===== config.mk =====
export PLATFORM = sky130hd
export DESIGN_NAME = lfsr_keystream_engine
export DESIGN_NICKNAME = d
export VERILOG_FILES = /design/src/rtl/lfsr_pkg.sv /design/src/rtl/lfsr_keystream_engine_step.sv /design/src/rtl/lfsr_keystream_engine.sv
export SDC_FILE = /design/constraint.sdc
export NUM_CORES = 1
export LEC_CHECK = 0
export CAP_MARGIN = 0
export CELL_PAD_IN_SITES_DETAIL_PLACEMENT = 1
export CELL_PAD_IN_SITES_GLOBAL_PLACEMENT = 2
export CORE_UTILIZATION = 22
export CTS_BUF_LIST = sky130_fd_sc_hd__clkbuf_8
export CTS_CLUSTER_DIAMETER = 80
export DETAILED_ROUTE_END_ITERATION = 7
export PLACE_DENSITY_LB_ADDON = 0.1
export SLEW_MARGIN = 20
export SYNTH_ARGS = -nofsm -noshare
export SYNTH_HDL_FRONTEND = slang
export SYNTH_SLANG_ARGS = --single-unit

===== constraint.sdc =====
create_clock -name clk -period 1.6 [get_ports clk]
set_input_delay 0.4 -clock clk [delete_from_list [all_inputs] [get_ports clk]]
set_output_delay 0.4 -clock clk [all_outputs]
set_load 0.05 [all_outputs]

===== src/rtl/lfsr_pkg.sv =====
// Shared constants and types for the pixel-scrambling LFSR keystream engine.
package lfsr_pkg;

  localparam int unsigned RGB_WIDTH    = 12;
  localparam logic [RGB_WIDTH-1:0] RGB_TAPS = 12'h829;
  localparam logic [RGB_WIDTH-1:0] RGB_SEED = 12'hCCC;

  localparam int unsigned WARMUP_CNT_W = 8;

  localparam int unsigned STATE_W = 2;
  localparam logic [STATE_W-1:0] ST_IDLE   = 2'd0;
  localparam logic [STATE_W-1:0] ST_WARMUP = 2'd1;
  localparam logic [STATE_W-1:0] ST_RUN    = 2'd2;

  typedef enum logic {
    MODE_FIBONACCI = 1'b0,
    MODE_GALOIS    = 1'b1
  } lfsr_mode_e;

endpackage


===== src/rtl/lfsr_keystream_engine_step.sv =====
// Combinational single LFSR step, Fibonacci or Galois, selected by mode.
module lfsr_step
  import lfsr_pkg::*;
#(
  parameter int unsigned      WIDTH = RGB_WIDTH,
  parameter logic [WIDTH-1:0] TAPS  = WIDTH'(RGB_TAPS)
) (
  input  logic [WIDTH-1:0] state,
  input  logic             mode,
  output logic [WIDTH-1:0] next
);

  always_comb begin
    next = '0;
    if (mode == 1'(MODE_GALOIS)) begin
      next = (state >> 1) ^ ({WIDTH{state[0]}} & TAPS);
    end else begin
      next = {^(state & TAPS), state[WIDTH-1:1]};
    end
  end

endmodule


===== src/rtl/lfsr_keystream_engine.sv =====
// LFSR keystream source: reseed/warm-up FSM, multi-step word advance,
// zero-state substitution and valid/ready key delivery.
module lfsr_keystream_engine
  import lfsr_pkg::*;
#(
  parameter int unsigned      WIDTH          = RGB_WIDTH,
  parameter logic [WIDTH-1:0] TAPS           = WIDTH'(RGB_TAPS),
  parameter logic [WIDTH-1:0] DEFAULT_SEED   = WIDTH'(RGB_SEED),
  parameter int unsigned      WARMUP_CYCLES  = 0,
  parameter int unsigned      STEPS_PER_WORD = 1
) (
  input  logic             clk,
  input  logic             reset_n,
  input  logic             frame_start,
  input  logic             seed_load,
  input  logic [WIDTH-1:0] seed_in,
  input  logic             mode,
  input  logic             key_ready,
  output logic             key_valid,
  output logic [WIDTH-1:0] key_data,
  output logic             busy,
  output logic             seed_err,
  output logic             lockup_err
);

  localparam logic [STATE_W-1:0] LOAD_STATE = (WARMUP_CYCLES > 0) ? ST_WARMUP : ST_RUN;

  logic [STATE_W-1:0]      state_q, state_d;
  logic [WIDTH-1:0]        lfsr_q, lfsr_d;
  logic                    mode_q, mode_d;
  logic [WARMUP_CNT_W-1:0] cnt_q, cnt_d;
  logic                    key_valid_q, key_valid_d;
  logic                    busy_q, busy_d;
  logic                    seed_err_q, seed_err_d;
  logic                    lockup_err_q, lockup_err_d;

  logic                    load;
  logic [WIDTH-1:0]        load_val;
  logic                    advance;
  logic [WIDTH-1:0]        chain [0:STEPS_PER_WORD];

  // Word advance: STEPS_PER_WORD single steps chained in one cycle.
  assign chain[0] = lfsr_q;
  for (genvar i = 0; i < STEPS_PER_WORD; i++) begin : g_step
    lfsr_step #(
      .WIDTH (WIDTH),
      .TAPS  (TAPS)
    ) u_step (
      .state (chain[i]),
      .mode  (mode_q),
      .next  (chain[i+1])
    );
  end

  always_comb begin
    state_d      = state_q;
    lfsr_d       = lfsr_q;
    mode_d       = mode_q;
    cnt_d        = cnt_q;
    key_valid_d  = 1'b0;
    busy_d       = 1'b0;
    seed_err_d   = 1'b0;
    lockup_err_d = lockup_err_q;
    advance      = 1'b0;
    load         = seed_load | frame_start;
    load_val     = seed_load ? seed_in : DEFAULT_SEED;

    if (load) begin
      // A load always wins over the handshake; the response cycle is never valid.
      lfsr_d     = (load_val == '0) ? DEFAULT_SEED : load_val;
      seed_err_d = (load_val == '0);
      mode_d     = mode;
      cnt_d      = WARMUP_CNT_W'(WARMUP_CYCLES);
      state_d    = LOAD_STATE;
      if (seed_load) lockup_err_d = 1'b0;
    end else begin
      case (state_q)
        ST_IDLE: ;
        ST_WARMUP: begin
          busy_d  = 1'b1;
          advance = busy_q;
          cnt_d   = cnt_q - WARMUP_CNT_W'(1);
          if (cnt_q <= WARMUP_CNT_W'(1)) state_d = ST_RUN;
        end
        ST_RUN: begin
          key_valid_d = 1'b1;
          advance     = key_valid_q & key_ready;
        end
        default: state_d = ST_IDLE;
      endcase
    end

    // Never let the register settle in the all-zero lock-up state.
    if (advance) begin
      if (chain[STEPS_PER_WORD] == '0) begin
        lfsr_d       = DEFAULT_SEED;
        lockup_err_d = 1'b1;
      end else begin
        lfsr_d = chain[STEPS_PER_WORD];
      end
    end
  end

  always_ff @(posedge clk) begin
    if (!reset_n) begin
      state_q      <= ST_IDLE;
      lfsr_q       <= DEFAULT_SEED;
      mode_q       <= 1'b0;
      cnt_q        <= '0;
      key_valid_q  <= 1'b0;
      busy_q       <= 1'b0;
      seed_err_q   <= 1'b0;
      lockup_err_q <= 1'b0;
    end else begin
      state_q      <= state_d;
      lfsr_q       <= lfsr_d;
      mode_q       <= mode_d;
      cnt_q        <= cnt_d;
      key_valid_q  <= key_valid_d;
      busy_q       <= busy_d;
      seed_err_q   <= seed_err_d;
      lockup_err_q <= lockup_err_d;
    end
  end

  assign key_valid  = key_valid_q;
  assign key_data   = lfsr_q;
  assign busy       = busy_q;
  assign seed_err   = seed_err_q;
  assign lockup_err = lockup_err_q;

endmodule

==> results.sh <==
export IMPL_post_route_util_pct=48.6
export IMPL_insertion_delay_ps=260
export IMPL_whs_ps=514
export IMPL_viasPerCell=4.92
export IMPL_drive_gt1_share_pct=46.5
export IMPL_clkSlewWorstSetupHoldPaths_ps=70
export IMPL_placed_cell_area_um2=1670
export IMPL_synth_distinct_cells=40
export IMPL_cts_sinks=17
export IMPL_holdBufCountCts=0
export IMPL_top_layer_used="met4"
export IMPL_place_gp_congestion=0.785
export IMPL_cts_root_buf="clkbuf_8"
export IMPL_rows=22
export IMPL_grt_overflow=0
export IMPL_diodes=0
export IMPL_synth_async_sr_flop_share_pct=0
export IMPL_start_kind="register"
export IMPL_cts_max_level=1
export IMPL_peakVddDrop_v=0.000365
export IMPL_dp_hpwl_mm=2.80
export IMPL_fillerInstances=432
export IMPL_synthCells=103
export IMPL_ant_nets=0
export IMPL_wl_met3_um=147
export IMPL_critPathKind="register to register"
export IMPL_timing_fmax_mhz=626
export IMPL_wl_met2_mm=1.76
export IMPL_synth_nets=121
export IMPL_drt_iter0_drc=38
export IMPL_cp_max_fo=2
export IMPL_seqPwrFrac_pct=40.1
export IMPL_p_int_mw=0.805
export IMPL_vias=1073
export IMPL_cts_buffers=3
export IMPL_drt_first_pass_iters=4
export IMPL_reg2reg_setup_slack_ps=3
export IMPL_rr_endpoint="key_data[0]$_SDFFE_PN0P_"
export IMPL_dieArea_um2=4270
export IMPL_total_power_mw=1.16
export IMPL_drt_wirelength_per_cell_um=15.4
export IMPL_combPwrFrac_pct=31.9
export IMPL_area_growth_syn_to_layout_pct=106
export IMPL_power_density_nw_per_um2=640
export IMPL_clock_skew_ps=5.89
export IMPL_slew_viol_final=0
export IMPL_worstPathArrival_ps=1740
export IMPL_track_usage_pct=16.6
export IMPL_p_leak_nw=0.806
export IMPL_setup_viol=0
export IMPL_end_kind="register"
export IMPL_worstHoldEndpoint="key_valid$_SDFF_PP0_"
export IMPL_initial_core_util_pct=23.6
export IMPL_drcViolationCount=0
export IMPL_die_x_um=65.4
export IMPL_grt_max_degree=10
export IMPL_yosysWarnings=0
export IMPL_met1Wirelength_mm=1.44
export IMPL_reg2regPathDepth=5
export IMPL_final_setup_tns_ps=0
export IMPL_finalCritPeriodShare_pct=99.8
export IMPL_synth_ff_type="dfxtp_1"
export IMPL_hold_path_startpoint="state_q[1]$_SDFFE_PN0N_"
export IMPL_fin_area_um2=1820
export IMPL_syn_area_per_cell_um2=8.58
export IMPL_wl_mm=3.37
export IMPL_cp_required_ps=1740
export IMPL_hp_class="register to register"
export IMPL_grt_pass1_wl_mm=5.32
export IMPL_core_um2=3740
export IMPL_netSwitchingPower_mw=0.357
export IMPL_finalCriticalPeriod_ps=1600
export IMPL_synth_edf_count=0
export IMPL_die_y_um=65.4
export IMPL_grt_pass1_vias=1183
export IMPL_ys_seq_elements=17
export IMPL_pin_count=34
export IMPL_worstHoldPathCells=1
export IMPL_postCtsSetupBuffers=0
export IMPL_clk_path_buf_depth=2
export IMPL_status="finished clean"
export IMPL_final_hold_viol_count=0
export IMPL_clock_power_share_pct=28.0
export IMPL_worstReg2RegStart="key_data[5]$_SDFFE_PN0P_"
export IMPL_cap_violations=0
export IMPL_ys_seq_area_share_pct=38.5
export IMPL_final_nets=189
export IMPL_rsz0062_at_grt="true"
export IMPL_synth_cell_area_um2=883
export IMPL_port_buffers=32
export IMPL_antenna_found_initial=0
export IMPL_p_sw_share_pct=30.7
export IMPL_cts_tree="yes"
[cell usage after synthesis, drive strengths merged (2+ instances only)]
library cell | instances | area [µm²]
o21ai | 4 | 20.0
and3 | 2 | 12.5
nor4 | 5 | 31.3
nor2 | 7 | 26.3
nor3b | 2 | 15.0
nor3 | 3 | 20.0
nor2b | 3 | 18.8
a21oi | 10 | 53.8
clkbuf | 4 | 15.0
a222oi | 3 | 30.0
nand3 | 3 | 15.0
o211a | 2 | 20.0
buf | 2 | 18.8
nand2 | 10 | 37.5
dfxtp | 17 | 340
xnor2 | 2 | 17.5
o22ai | 5 | 31.3
[worst max-delay path, stage by stage (launching register included)]
cell and delay, ps:
dfxtp_2 330, xnor3_2 460, o21a_4 230, nor2_2 130
a21oi_1 80, a32o_1 260
[cell type report]
| type | instances | area (µm²) | area share, % |
|---|---|---|---|
| Timing Repair Buffer | 69 | 763 | 42.0 |
| Multi-Input combinational cell | 80 | 593 | 32.6 |
| Sequential cell | 17 | 357 | 19.6 |
| Tap cell | 48 | 60.1 | 3.30 |
| Clock buffer | 3 | 41.3 | 2.27 |
| Clock inverter | 1 | 3.75 | 0.206 |
[through the flow]
step	setup WS, ps	std cells
6_report	3.03	218
5_1_grt	-68.8	218
4_1_cts	-17.2	218
3_5_place_dp	-365	214
3_3_place_gp	-362	214
2_1_floorplan	-34.5	103
[layout by cell type (no fill, tap or decap), types with 2 or more instances in the layout]
cell,instances
a21oi_1,6
a21oi_2,3
a222oi_1,3
and3_1,2
buf_12,15
buf_4,35
buf_6,2
clkbuf_8,3
clkdlybuf4s50_1,5
dfxtp_1,10
dfxtp_2,4
dfxtp_4,3
dlygate4sd2_1,6
dlymetal6s2s_1,6
nand2_1,10
nand3_1,2
nor2_1,6
nor2b_1,3
nor3_4,2
nor3b_1,2
nor4_1,2
nor4_2,3
o211a_1,2
o21ai_0,2
o22ai_1,5
xnor2_1,2
[power groups by stage]
stage / Clock (mW) / Combinational (mW) / Sequential, mW
after detailed placement: 0 / 0.357 / 0.474
after CTS: 0.342 / 0.363 / 0.465
after floorplan: 0 / 0.0876 / 0.530
after global placement: 0 / 0.353 / 0.474
after global routing: 0.354 / 0.390 / 0.469
final: 0.326 / 0.371 / 0.466
[how the worst max path moves through the flow]
stage                             start                        end  slack (ps)  depth (start not counted)
2_1_floorplan  key_data[3]$_SDFFE_PN1P_   key_data[0]$_SDFFE_PN0P_         -30                          5
3_3_place_gp                  seed_load  key_data[10]$_SDFFE_PN1P_        -360                          5
3_5_place_dp                  seed_load   key_data[6]$_SDFFE_PN1P_        -370                          5
4_1_cts        key_data[3]$_SDFFE_PN1P_   key_data[0]$_SDFFE_PN0P_         -20                          5
5_1_grt        key_data[5]$_SDFFE_PN0P_   key_data[6]$_SDFFE_PN1P_         -70                          5
6_report       key_data[5]$_SDFFE_PN0P_   key_data[0]$_SDFFE_PN0P_           3                          5
[flip-flops by register name, summed over array words and instances, names as in the netlist]
signal and flops:
seed_err 1, state_q 1, key_data 12, lockup_err 1
key_valid 1, mode_q 1
[routing by layer]
metal  vias up  GRT usage [%]
li1        530              -
met1       511           19.4
met2        27           30.3
met3         5           3.82
met4         0           3.80
met5         -              0
[cells by family (layout without fill, tap and decap cells)]
| logic type | Yosys count | count (layout) | share of synthesized area, % |
|---|---|---|---|
| other | 1 | 1 | 0.425 |
| DFF | 17 | 17 | 38.5 |
| AOI/OAI and AO/OA | 35 | 35 | 27.6 |
| buffers and inverters | 6 | 73 | 3.82 |
| and+or+nand+nor | 41 | 41 | 24.9 |
| xor gates and xnor gates | 3 | 3 | 4.67 |
[timing repair]
item	4_1_cts	5_1_grt
gates resized for setup	16	16
setup endpoints to repair	9	7
cloned	0	0
pin swaps	8	11
Note: power is estimated with default switching activity, not from simulation.
